File: src/rtl/jk_bank_arbiter.sv
// Round-robin arbiter sharing one JK flip-flop bank between two requesters.
// Each accepted command drives J/K for one cycle, then reports completion
// with the bank state captured after the update.
module jk_bank_arbiter #(
  parameter int unsigned WIDTH = 4
) (
  input  logic             clk,
  input  logic             n_rst,
  input  logic             req0_valid,
  output logic             req0_ready,
  input  logic [WIDTH-1:0] req0_sel,
  input  logic [1:0]       req0_op,
  input  logic             req1_valid,
  output logic             req1_ready,
  input  logic [WIDTH-1:0] req1_sel,
  input  logic [1:0]       req1_op,
  output logic [WIDTH-1:0] J,
  output logic [WIDTH-1:0] K,
  input  logic [WIDTH-1:0] Q,
  output logic             done,
  output logic             done_id,
  output logic [WIDTH-1:0] q_last
);

  typedef enum logic [1:0] {
    IDLE,
    DRIVE,
    CAPTURE
  } state_t;

  state_t           state, state_nxt;
  logic             ptr;        // requester favoured when both are valid
  logic             grant;
  logic             accept;
  logic             id_r;
  logic [WIDTH-1:0] sel_g;
  logic [1:0]       op_g;
  logic [WIDTH-1:0] j_r, k_r;
  logic [WIDTH-1:0] q_last_r;

  // Arbitration: a lone requester wins, a tie goes to the favoured one
  always_comb begin
    grant  = 1'b0;
    accept = 1'b0;
    if (req0_valid && req1_valid) begin
      grant = ptr;
    end else begin
      grant = req1_valid;
    end
    accept = (state == IDLE) && (req0_valid || req1_valid);
    sel_g  = grant ? req1_sel : req0_sel;
    op_g   = grant ? req1_op  : req0_op;
  end

  // Next-state: IDLE -> DRIVE -> CAPTURE -> IDLE, one cycle each when busy
  always_comb begin
    state_nxt = state;
    case (state)
      IDLE:    if (accept) state_nxt = DRIVE;
      DRIVE:   state_nxt = CAPTURE;
      CAPTURE: state_nxt = IDLE;
      default: state_nxt = IDLE;
    endcase
  end

  // State register
  always_ff @(posedge clk or negedge n_rst) begin
    if (!n_rst) begin
      state <= IDLE;
    end else begin
      state <= state_nxt;
    end
  end

  // Command capture: the mapped J/K is loaded on acceptance and cleared on
  // the following edge, so it is non-zero only during DRIVE
  always_ff @(posedge clk or negedge n_rst) begin
    if (!n_rst) begin
      ptr  <= 1'b0;
      id_r <= 1'b0;
      j_r  <= '0;
      k_r  <= '0;
    end else begin
      if (accept) begin
        ptr  <= ~grant;
        id_r <= grant;
        j_r  <= sel_g & {WIDTH{op_g[1]}};
        k_r  <= sel_g & {WIDTH{op_g[0]}};
      end else begin
        j_r <= '0;
        k_r <= '0;
      end
    end
  end

  // Bank snapshot taken at the edge that ends CAPTURE
  always_ff @(posedge clk or negedge n_rst) begin
    if (!n_rst) begin
      q_last_r <= '0;
    end else if (state == CAPTURE) begin
      q_last_r <= Q;
    end
  end

  // Outputs; ready is gated by n_rst so both stay low while reset is held
  always_comb begin
    req0_ready = n_rst && accept && !grant;
    req1_ready = n_rst && accept && grant;
    J          = j_r;
    K          = k_r;
    done       = (state == CAPTURE);
    done_id    = id_r;
    q_last     = q_last_r;
  end

endmodule

File: config.mk
export PLATFORM = sky130hd
export DESIGN_NAME = jk_bank_arbiter
export DESIGN_NICKNAME = d
export VERILOG_FILES = /design/src/rtl/jk_bank_arbiter.sv
export SDC_FILE = /design/constraint.sdc
export NUM_CORES = 1
export LEC_CHECK = 0
export CORE_MARGIN = 2
export CORE_UTILIZATION = 38
export DETAILED_ROUTE_END_ITERATION = 10
export GPL_ROUTABILITY_DRIVEN = 0
export PLACE_DENSITY_LB_ADDON = 0.3
export SLEW_MARGIN = 10
export SYNTH_ARGS = -nofsm -noshare
export SYNTH_HDL_FRONTEND = slang
export SYNTH_SLANG_ARGS = --single-unit
File: constraint.sdc
create_clock -name clk -period 1.2 [get_ports clk]
set_input_delay 0.24 -clock clk [delete_from_list [all_inputs] [get_ports clk]]
set_output_delay 0.24 -clock clk [all_outputs]
set_load 0.01 [all_outputs]
==> impl_metrics.csv, run 1 <==
group,metric,value,unit
routing,drt-total-wl,1860,um
critical_path,max_stage_delay,0.43,ns
pwr,power.leakage,0.584,nW
critical_path,rr_startpoint,"ptr$_DFFE_PN0P_",
global_route,grt_util_all_layers,18.4,%
die,start_util,40.4,%
finish,final-seq-area,400,um2
outcome,violations,"setup timing",
clocking,clockBufferDepth,2,
sta,setup_tns,-0.675,ns
clocking,cts.sinks,16,
critical_path,critical_path_class,"flip-flop to output pin",
critical_path,critical_path.endpoint,"req1_ready",
die,rows,15,
routing,dr.pass1.iters,2,
clocking,numCtsBuffers,3,
finish,final_cell_mix,"17 x clkdlybuf4s50_1, 16 x dfrtp_1, 8 x dlygate4sd2_1, 8 x buf_4, 7 x clkdlybuf4s15_1",
sta,hold_violations,0,
critical_path,crit_slowest_cell,"dfrtp_1",
worst_hold_path,min_path_type,"input port to asynchronous set/reset pin",
sta,period_minus_slack,1.47,ns
clocking,cts-root-buf,"clkbuf_4",
finish,nets,126,
critical_path,crit_required,0.96,ns
critical_path,start_kind,"flip-flop",
synthesis,yosysWarningCount,0,
synthesis,yosysSeqAreaShare,56.7,%
finish,fillers,127,
finish,multiInputGateArea,382,um2
clocking,clk_pin_slew,0.09,ns
global_route,grt_pass1_vias,592,
sta,period_share,122,%
finish,antenna_cells,0,
global_route,grt_max_degree,17,
place,dp_hpwl,1270,um
synthesis,syn_area,706,um2
routing,num_vias,644,
global_route,globalRouteOverflowTotal,0,
sta,worst_pin_slew,0.290,ns
finish,layout-drive-gt1-share,37.5,%
sta,fin_ws,-0.268,ns
synthesis,postSynthCellCount,57,
die,io_pins,36,
place,portBuffers,35,
critical_path,end_kind,"output pin",
finish,final_common_cell,"clkdlybuf4s50_1",
critical_path,path_cells,"or2b_4, nand3_2, nor2_1, buf_2",
pwr,power.density,1850,mW/mm2
critical_path,startpoint,"ptr$_DFFE_PN0P_",
synthesis,synth_cell_types,17,
synthesis,syn_area_per_cell,12.4,um2
die,fp.dieW,47.1,um
critical_path,arrival,1.23,ns
pwr,peakVddDrop,0.00152,V
global_route,antenna_found_initial,0,
clocking,cts_tree,"yes",
routing,ant_nets,0,
die,coreArea,0.00175,mm2
critical_path,ff2ff_setup_slack,-0.01,ns
critical_path,worstReg2RegEnd,"K[3]$_DFF_PN0_",
die,die-area,0.00222,mm2
run,cap_violations,0,
clocking,htreeDepth,1,
place,post-place-ws,-0.705,ns
global_route,grt_pass1_wl,2660,um
sta,finClkSkew,0.00111,ns
sta,drv_slew,0,
routing,drc,0,
routing,drtIter0Drc,8,
finish,area_growth,81.2,%
critical_path,crit_fanout,4,
sta,max_slew_margin,80.5,%
synthesis,ys_ff_latch,16,
routing,routed_via_density,4.99,
critical_path,ff2ff_path_depth,4,
outcome,status,"complete, but fails checks",
sta,fmax,681,MHz
synthesis,syn-num-nets,77,
routing,wl_per_cell,14.4,um
clocking,insertion_delay,0.28,ns
sta,rsz0062_at_grt,"true",
sta,finalSetupViolCount,10,
finish,post-route-util,73.3,%
die,die_height,47.1,um
[kinds of logic after synthesis]
kind of cell / after synthesis / share of synthesized area [%]
AOI/OAI and AO/OA: 16 / 15.8
buffers and inverters: 5 / 4.79
DFF: 16 / 56.7
muxes: 4 / 6.38
and+or+nand+nor: 16 / 16.3
[flip-flops by register name, summed over array words and instances, names as in the netlist]
register	count
done_id	1
q_last	4
J	4
ptr	1
state	2
K	4
[timing repair]
item                       4_1_cts  5_1_grt
setup endpoints to repair       28       21
buffers inserted                 2        1
pin swaps                        2        3
hold buffers                     0        0
resized for setup               46       16
[worst min-delay path by stage]
| stage | to | cells past startpoint |
|---|---|---|
| 2_1_floorplan | J[0]$_DFF_PN0_ | 0 |
| 3_3_place_gp | q_last[3]$_DFFE_PN0P_ | 1 |
| 3_5_place_dp | q_last[0]$_DFFE_PN0P_ | 1 |
| 4_1_cts | state[1]$_DFFE_PN0P_ | 2 |
| 5_1_grt | K[2]$_DFF_PN0_ | 2 |
| 6_report | q_last[3]$_DFFE_PN0P_ | 2 |
[synthesized netlist by cell type]
library cell	number	area, um2
a21boi_2	1	11.3
or2b_4	1	11.3
o21ai_1	1	5.00
and2b_1	2	15.0
a22oi_1	8	60.1
nor2b_1	1	6.26
o21a_1	2	15.0
nor2_1	1	3.75
nand4_2	2	25.0
nand3_1	7	35.0
and3_2	1	7.51
inv_1	3	11.3
nor2_4	1	11.3
o21ai_0	4	20.0
buf_6	2	22.5
dfrtp_1	16	400
mux2_2	4	45.0
[metal layers]
metal / routed length (um) / up-vias / GRT usage, %
met5: 0 / - / 0
met4: 57 / 0 / 13.3
met3: 129 / 5 / 4.23
met2: 913 / 27 / 27.4
met1: 762 / 304 / 23.2
li1: - / 308 / -
[critical path: cells and delay by family, from the launching register on]
family        cells  cell delay (ns)
simple gates      3             0.39
buf+inv           1             0.13
flops             1             0.43
[layout make-up]
| cell class | instances | share of cell area [%] |
|---|---|---|
| Timing Repair Buffer | 46 | 33.8 |
| Tap cell | 25 | 2.45 |
| Clock buffer | 3 | 1.76 |
| Sequential cell | 16 | 31.3 |
| Multi-Input combinational cell | 36 | 29.8 |
| Inverter | 3 | 0.881 |
[power by group]
group	internal [mW]	switching, mW
logic	0.719	0.539
clock network	0.117	0.162
registers	0.719	0.113
total	1.55	0.814
[through the flow]
step                total power, mW  cells  hold WS (ns)  instance area (um2)
floorplan                      1.34     57       -0.0556                  706
global placement               1.87    125         0.489                 1140
detailed placement             1.90    125         0.497                 1140
CTS                            2.30    130         0.379                 1230
global route                   2.52    129         0.407                 1280
finish                         2.37    129         0.382                 1280
Note: power is estimated with default switching activity, not from simulation.
==> inputs of run 2 (changes only) <==
--- a/config.mk
+++ b/config.mk
@@ -7,6 +7,7 @@
 export LEC_CHECK = 0
 export CORE_MARGIN = 2
 export CORE_UTILIZATION = 38
+export CTS_CLUSTER_SIZE = 30
 export DETAILED_ROUTE_END_ITERATION = 10
 export GPL_ROUTABILITY_DRIVEN = 0
 export PLACE_DENSITY_LB_ADDON = 0.3
==> results of run 2 <==
No change in the layout: final DEF, timing and power equal those of run 1.
==> inputs of run 3 (changes only) <==
--- a/config.mk
+++ b/config.mk
@@ -11,7 +11,6 @@
 export DETAILED_ROUTE_END_ITERATION = 10
 export GPL_ROUTABILITY_DRIVEN = 0
 export PLACE_DENSITY_LB_ADDON = 0.3
-export SLEW_MARGIN = 10
 export SYNTH_ARGS = -nofsm -noshare
 export SYNTH_HDL_FRONTEND = slang
 export SYNTH_SLANG_ARGS = --single-unit
==> results of run 3 <==
No change in the layout: final DEF, timing and power equal those of run 1.
